**src/rtl/imem_loader.sv**
```systemverilog
// Byte-stream program loader for the instruction RAM: a 2-byte word count, then
// big-endian 16-bit words. The CPU is held in reset until a clean load finishes.
//
//  state   | meaning
//  --------+----------------------------------------------------------
//  IDLE    | after reset, waiting for start
//  LEN_HI  | waiting for the high byte of the word count
//  LEN_LO  | waiting for the low byte of the word count, then range check
//  DATA_HI | waiting for the high byte of the next word
//  DATA_LO | waiting for the low byte of the next word
//  WRITE   | one-cycle write strobe to the RAM
//  DONE    | load finished; CPU released when err is clear
module imem_loader #(
    parameter int ADDR_W = 10,
    parameter int DEPTH  = 1024
) (
    input  logic              clk,
    input  logic              rst,
    input  logic              start,
    input  logic [7:0]        rx_data,
    input  logic              rx_valid,
    output logic              rx_ready,
    output logic              mem_we,
    output logic [ADDR_W-1:0] mem_addr,
    output logic [15:0]       mem_wdata,
    output logic              cpu_rst,
    output logic              busy,
    output logic              done,
    output logic              err
);

    typedef enum logic [2:0] {
        S_IDLE,
        S_LEN_HI,
        S_LEN_LO,
        S_DATA_HI,
        S_DATA_LO,
        S_WRITE,
        S_DONE
    } state_t;

    state_t          state;
    state_t          state_n;
    logic            err_n;
    logic [15:0]     count;
    logic [15:0]     len_full;
    logic [ADDR_W:0] addr_inc;
    logic            xfer;
    logic            len_over;
    logic            last_word;

    // addr_inc carries one extra bit so that N == DEPTH == 2**ADDR_W still compares.
    always_comb begin
        xfer      = rx_valid && rx_ready;
        len_full  = {count[15:8], rx_data};
        addr_inc  = {1'b0, mem_addr} + {{ADDR_W{1'b0}}, 1'b1};
        len_over  = 32'(len_full) > 32'(DEPTH);
        last_word = 32'(addr_inc) == 32'(count);

        state_n = state;
        err_n   = err;
        case (state)
            S_IDLE: begin
                if (start) begin
                    state_n = S_LEN_HI;
                    err_n   = 1'b0;
                end
            end
            S_LEN_HI: begin
                if (xfer) state_n = S_LEN_LO;
            end
            S_LEN_LO: begin
                if (xfer) begin
                    if (len_full == 16'd0) begin
                        state_n = S_DONE;
                    end else if (len_over) begin
                        state_n = S_DONE;
                        err_n   = 1'b1;
                    end else begin
                        state_n = S_DATA_HI;
                    end
                end
            end
            S_DATA_HI: begin
                if (xfer) state_n = S_DATA_LO;
            end
            S_DATA_LO: begin
                if (xfer) state_n = S_WRITE;
            end
            S_WRITE: begin
                state_n = last_word ? S_DONE : S_DATA_HI;
            end
            S_DONE: begin
                if (start) begin
                    state_n = S_LEN_HI;
                    err_n   = 1'b0;
                end
            end
            default: state_n = S_IDLE;
        endcase
    end

    // Outputs are registered from the next state so they line up with the state register.
    always_ff @(posedge clk) begin
        if (!rst) begin
            state     <= S_IDLE;
            err       <= 1'b0;
            rx_ready  <= 1'b0;
            mem_we    <= 1'b0;
            busy      <= 1'b0;
            done      <= 1'b0;
            cpu_rst   <= 1'b0;
            mem_addr  <= '0;
            mem_wdata <= 16'd0;
            count     <= 16'd0;
        end else begin
            state    <= state_n;
            err      <= err_n;
            rx_ready <= (state_n == S_LEN_HI) || (state_n == S_LEN_LO) ||
                        (state_n == S_DATA_HI) || (state_n == S_DATA_LO);
            busy     <= (state_n == S_LEN_HI) || (state_n == S_LEN_LO) ||
                        (state_n == S_DATA_HI) || (state_n == S_DATA_LO) ||
                        (state_n == S_WRITE);
            done     <= (state_n == S_DONE);
            cpu_rst  <= (state_n == S_DONE) && !err_n;
            mem_we   <= (state_n == S_WRITE);

            case (state)
                S_IDLE, S_DONE: begin
                    if (start) mem_addr <= '0;
                end
                S_LEN_HI: begin
                    if (xfer) count[15:8] <= rx_data;
                end
                S_LEN_LO: begin
                    if (xfer) count[7:0] <= rx_data;
                end
                S_DATA_HI: begin
                    if (xfer) mem_wdata[15:8] <= rx_data;
                end
                S_DATA_LO: begin
                    if (xfer) mem_wdata[7:0] <= rx_data;
                end
                S_WRITE: begin
                    // Hold the last address on completion so mem_addr stays within N-1.
                    if (!last_word) mem_addr <= addr_inc[ADDR_W-1:0];
                end
                default: ;
            endcase
        end
    end

endmodule

```
**config.mk**
```make
export PLATFORM = sky130hd
export DESIGN_NAME = imem_loader
export DESIGN_NICKNAME = d
export VERILOG_FILES = /design/src/rtl/imem_loader.sv
export SDC_FILE = /design/constraint.sdc
export NUM_CORES = 1
export LEC_CHECK = 0
export BUFFER_PORTS_ARGS = -buffer_cell sky130_fd_sc_hd__clkbuf_2
export CORE_ASPECT_RATIO = 0.6
export CORE_MARGIN = 3
export CORE_UTILIZATION = 39
export DETAILED_ROUTE_END_ITERATION = 16
export MAX_ROUTING_LAYER = met4
export PLACE_DENSITY = 0.56
export SLEW_MARGIN = 0
export SYNTH_ARGS = -nofsm -noshare
export SYNTH_HDL_FRONTEND = slang
export SYNTH_SLANG_ARGS = --single-unit
```
**constraint.sdc**
```tcl
create_clock -name clk -period 3.5 [get_ports clk]
set_input_delay 0.7 -clock clk [delete_from_list [all_inputs] [get_ports clk]]
set_output_delay 0.7 -clock clk [all_outputs]
set_load 0.02 [all_outputs]
```
# After elaboration in Yosys (flattened, before gate mapping)
# Index checks and enable logic that the tools add are counted.
# word_totals
regBits	51
latch_bits	0
ram_bits	0
romBits	0
output_inout_bits	32
wordCells	62
memories	0
# classes
add_sub_neg	1
mul	0
n_div	0
order_cmp	1
eq_ne	15
n_shift	0
muxes	17
bitwise	0
n_reduce_logical	16
# ops
operator	count
3-bit 2-to-1 mux	8
10-bit 2-to-1 mux	2
10-bit case mux with 2 select lines	1
3-bit equality test (second input constant)	6
3-bit case mux with 6 select lines	1
11-bit by 16-bit equality test with 1-bit output	1
16-bit by 11-bit greater-than comparator with 1-bit output (second input constant)	1
16-bit zero test	1
3-bit by 2-bit equality test with 1-bit output (second input constant)	4
10-bit by 1-bit adder with 11-bit output (second input constant)	1
2-bit AND reduction	4
3-bit by 1-bit equality test with 1-bit output (second input constant)	2
1-bit logical OR	4
1-bit 2-to-1 mux	4
3-bit zero test	1
3-bit AND reduction	1
1-bit logical AND	2
2-bit by 1-bit inequality test with 1-bit output (second input constant)	1
2-bit inequality test (second input constant)	1
1-bit case mux with 2 select lines	1
2-bit nonzero test	1
2-bit OR reduction	1
1-bit zero test	1

# Longest topological paths before layout
# logic_depth
depth_word	10
mapped_depth	9

# Least setup slack after synthesis
# OpenSTA, ideal clock, no wires.
# synth_timing
path_type	register -> register
from	reg mem_addr[0]
to	reg busy
setup_time_ns	0.117
arrival_time_ns	2.438
required_time_ns	3.383
slack_ns	0.946
path_stages_with_launch	10
path_buffers	1
synth_period_minus_slack_ns	2.554
path_cell_list	dfxtp_1 ha_1 and3_4 nand3_2 o41ai_4 o31ai_4 nor4_2 buf_4 a21oi_2 a22o_1
# synth_via
elab_chain_cells	9
elab_cells_between_ends	13
classes_between	add/sub: 1; eq/ne: 6; mux: 2; reduce/logical: 4
# synth_rtl
element	line_no	text
start: declaration	24	output logic [ADDR_W-1:0] mem_addr,
start signal: assignment	146	if (!last_word) mem_addr <= addr_inc[ADDR_W-1:0];
10-bit by 1-bit adder with 11-bit output (*)	56	addr_inc = {1'b0, mem_addr} + {{ADDR_W{1'b0}}, 1'b1};
11-bit by 16-bit equality test with 1-bit output (*)	58	last_word = 32'(addr_inc) == 32'(count);
3-bit 2-to-1 mux (*)	91	state_n = last_word ? S_DONE : S_DATA_HI;
3-bit case mux with 6 select lines (*)	62	case (state)
3-bit by 1-bit equality test with 1-bit output or 3-bit by 2-bit equality test with 1-bit output (tied branches)	121	busy <= (state_n == S_LEN_HI) || (state_n == S_LEN_LO) ||
1-bit logical OR (2 in series)	121	
1-bit logical OR	122	(state_n == S_DATA_HI) || (state_n == S_DATA_LO) ||
1-bit logical OR (*)	122	
end signal: assignment	121	
end: declaration	27	output logic busy,
# Every way passes the cells marked *; elsewhere a longest branch is shown, timed or not.
# A chain may end at the register's enable or synchronous reset.

# Worst setup path after layout
# layout_timing
from	reg mem_addr[0]
to	reg mem_addr[8]
# layout_via
elab_chain_cells	4
elab_cells_between_ends	6
classes_between	add/sub: 1; eq/ne: 2; mux: 2; reduce/logical: 1
# layout_rtl
element	line_no
10-bit by 1-bit adder with 11-bit output (*)	56
11-bit by 16-bit equality test with 1-bit output	58
2-bit inequality test (no line)	-
3-bit AND reduction (no line)	-
# Every way passes the cells marked *; elsewhere a longest branch is shown, timed or not. The select of a mux whose other input is x is not followed.

==> results.toml <==
[logic_synthesis]
synth_xor_area_share_pct = 3.75
yosys.area_share.simple_pct = 24.3
syn_nets = 308
synth_edf_count = 0
synth_top_family_by_area = "simple AND/OR/NAND/NOR gates"
syn_area_sq_um = 2570
synth_ff_type = "dfxtp_1"
synth-seq-cells = 51
synthMuxAreaShare_pct = 10.9
yosysSeqAreaShare_pct = 39.7
synth.distinct_cells = 53
async_reset_ff_share_pct = 0
avgSynthCellArea_sq_um = 8.71
syn_inst = 295
yosysWarningCount = 0
synth_compound_area_share_pct = 16.7
synth_fa_ha_area_share_pct = 0.487

[setup_path]
cp.required_ns = 3.71
critPathMostFrequentCell = "o21a_1"
endpoint_kind = "flop"
worstPathArrival_ns = 2.93
worst-setup-path-type = "flop to flop"
cpPeakStageDelay_ns = 0.49
path_cells = "ha_1, nand3_2, o21a_1, o21a_1, o31ai_4, nor4_2, buf_4, o211a_2, a22o_1"
worst_setup_path_start_kind = "flop"
crit_path_max_fanout = 11
cpMaxStageDelayCell = "dfxtp_1"

[clock_tree]
cts_sinks = 51
clkTransAtPathRegs_ns = 0.10
cts_buffers = 5
root_buffer = "clkbuf_8"
cts_tree = "yes"
insertion_delay_ns = 0.31
h-tree-depth = 2
cts_resized = 0
clock_path_buffers = 2
cts_hold_buffers = 0
post_cts_buffers = 0

[timing]
period_minus_slack_ns = 2.73
worst_slew_pin_slew_ns = 0.859
fin_crit_sh_pct = 77.9
slew_violations = 0
fmax_mhz = 367
skew_ns = 0.00636
maxSlewHeadroom_pct = 42.5
setup_viol = 0
tns_ns = 0
rsz0062_at_grt = "false"
hold_viol = 0

[finish]
most-common-layout-cells = "51 x dfxtp_1, 43 x clkbuf_2, 39 x nand2_1, 32 x nor2_1, 28 x mux2i_1"
multiInputGateArea_sq_um = 1440
fill_cells = 621
area_growth_pct = 14.6
ff_latch_area_sq_um = 1020
final_common_cell = "dfxtp_1"
final_nets = 345
drive_gt1_share_pct = 20.4
n_antenna_cell = 0

[floorplan]
initial_core_util_pct = 41.1
coreArea_sq_um = 6250
ioPinCount = 44
die_area_sq_um = 7630
fp.dieW_um = 111
rows = 22
die_h_um = 68.9

[grt]
grt_overflow = 0
grt_pass1_wl_um = 9930
grt_use_total_pct = 17.0
antenna_found_initial = 0
grt_max_degree = 38
grt_pass1_vias = 1902

[routing]
routed_via_density = 5.20
wl_per_cell_um = 14.6
drt_first_pass_iters = 5
routed_wl_um = 6110
ant_nets = 0
drt_iter0_drc = 152
num_vias = 2170
drcViolationCount = 0

[run]
maxCapViolCount = 0

[power]
ir_drop_mv = 0.197
leakage_nw = 1.17
power_density_nw_per_um2 = 370
finalPower_mw = 1.09

[min_path]
hp-class = "flop to flop"

[placement]
hpwlAfterDp_um = 4580
port_buffers = 43
globalplace.congestion = 0.876

[run_status]
status = "finished clean"
cell type report:
| type | instances | share of cell area [%] |
|---|---|---|
| Clock buffer | 5 | 2.34 |
| Sequential cell | 51 | 34.7 |
| Multi-Input combinational cell | 221 | 49.0 |
| Timing Repair Buffer | 46 | 8.07 |
| Tap cell | 84 | 3.57 |
| Clock inverter | 3 | 1.49 |
| Inverter | 7 | 0.892 |
synthesized netlist by cell type (all sizes together) (2+ instances only):
cell type | number | area [sq um]
nand2 | 39 | 146
or3 | 7 | 43.8
nor3 | 6 | 40.0
o2111ai | 2 | 17.5
nor2b | 6 | 37.5
nor4 | 5 | 37.5
a21oi | 15 | 78.8
a22o | 9 | 78.8
o211ai | 2 | 15.0
buf | 8 | 50.1
o21ai | 11 | 55.1
o31ai | 5 | 51.3
xor2 | 4 | 35.0
and3 | 2 | 17.5
or4 | 2 | 15.0
nor2 | 32 | 120
or2 | 4 | 25.0
xnor2 | 7 | 61.3
dfxtp | 51 | 1020
clkbuf | 8 | 30.0
mux2i | 28 | 280
o21a | 3 | 22.5
a211oi | 2 | 15.0
nand2b | 3 | 18.8
inv | 7 | 26.3
nand3 | 10 | 60.1
metal layers:
layer  vias to the layer above  track usage [%]  routed length [um]  share of wire, %
li1                       1119                -                   -                 -
met1                       982             24.8                3420                56
met2                        63             22.6                2300                38
met3                         6             4.80                 334               5.5
met4                         0             4.45                  51              0.83
met5                         -                -                   0                 0
power by group:
group | leakage [nW] | switching, mW | total (mW) | internal (mW)
combinational | 0.702 | 0.0481 | 0.0763 | 0.0282
clock | 0.0581 | 0.205 | 0.418 | 0.213
sequential | 0.412 | 0.00906 | 0.597 | 0.588
state kept, by name, summed over array words and instances, names as in the netlist:
| signal | cells |
|---|---|
| count | 16 |
| mem_wdata | 16 |
| mem_addr | 10 |
| state | 3 |
| busy | 1 |
| cpu_rst | 1 |
| done | 1 |
| err | 1 |
| mem_we | 1 |
| rx_ready | 1 |
per-stage QoR:
step	cell area, sq um	cells	hold WS (ns)	setup slack, ns	utilization [%]
final	2950	417	0.474	0.773	47.1
after floorplan	2570	295	0.445	0.946	-
after detailed placement	2830	409	0.462	0.787	45.3
after global placement	2830	409	0.459	0.796	45.3
after global routing	2950	417	0.504	0.566	47.1
after CTS	2950	417	0.477	0.774	47.1
critical path, delay by kind of cell (launching register included):
family,cells,cell delay (ns)
simple gates,2,0.27
buf+inv,1,0.18
compound gates,5,1.30
fa+ha+maj,1,0.36
flops,1,0.49
kinds of logic (layout without fill, tap and decap cells):
family,Yosys count,after routing
AOI/OAI and AO/OA,58,58
DFF,51,51
and+or+nand+nor,123,123
buffers and inverters,23,61
xor gates and xnor gates,11,11
adders and majority gates,1,1
muxes,28,28
path summary, 6_finish.rpt:
path | startpoint | cells past startpoint | slack (ns) | end
setup / recovery | mem_addr[0]$_SDFFE_PN0P_ | 9 | 0.77 | mem_addr[8]$_SDFFE_PN0P_
hold / removal | count[3]$_SDFFE_PN0P_ | 2 | 0.47 | count[3]$_SDFFE_PN0P_
setup reg to reg | mem_addr[0]$_SDFFE_PN0P_ | 9 | 0.77 | mem_addr[8]$_SDFFE_PN0P_
hold reg to reg | count[3]$_SDFFE_PN0P_ | 2 | 0.47 | count[3]$_SDFFE_PN0P_
Note: power is estimated with default switching activity, not from simulation.
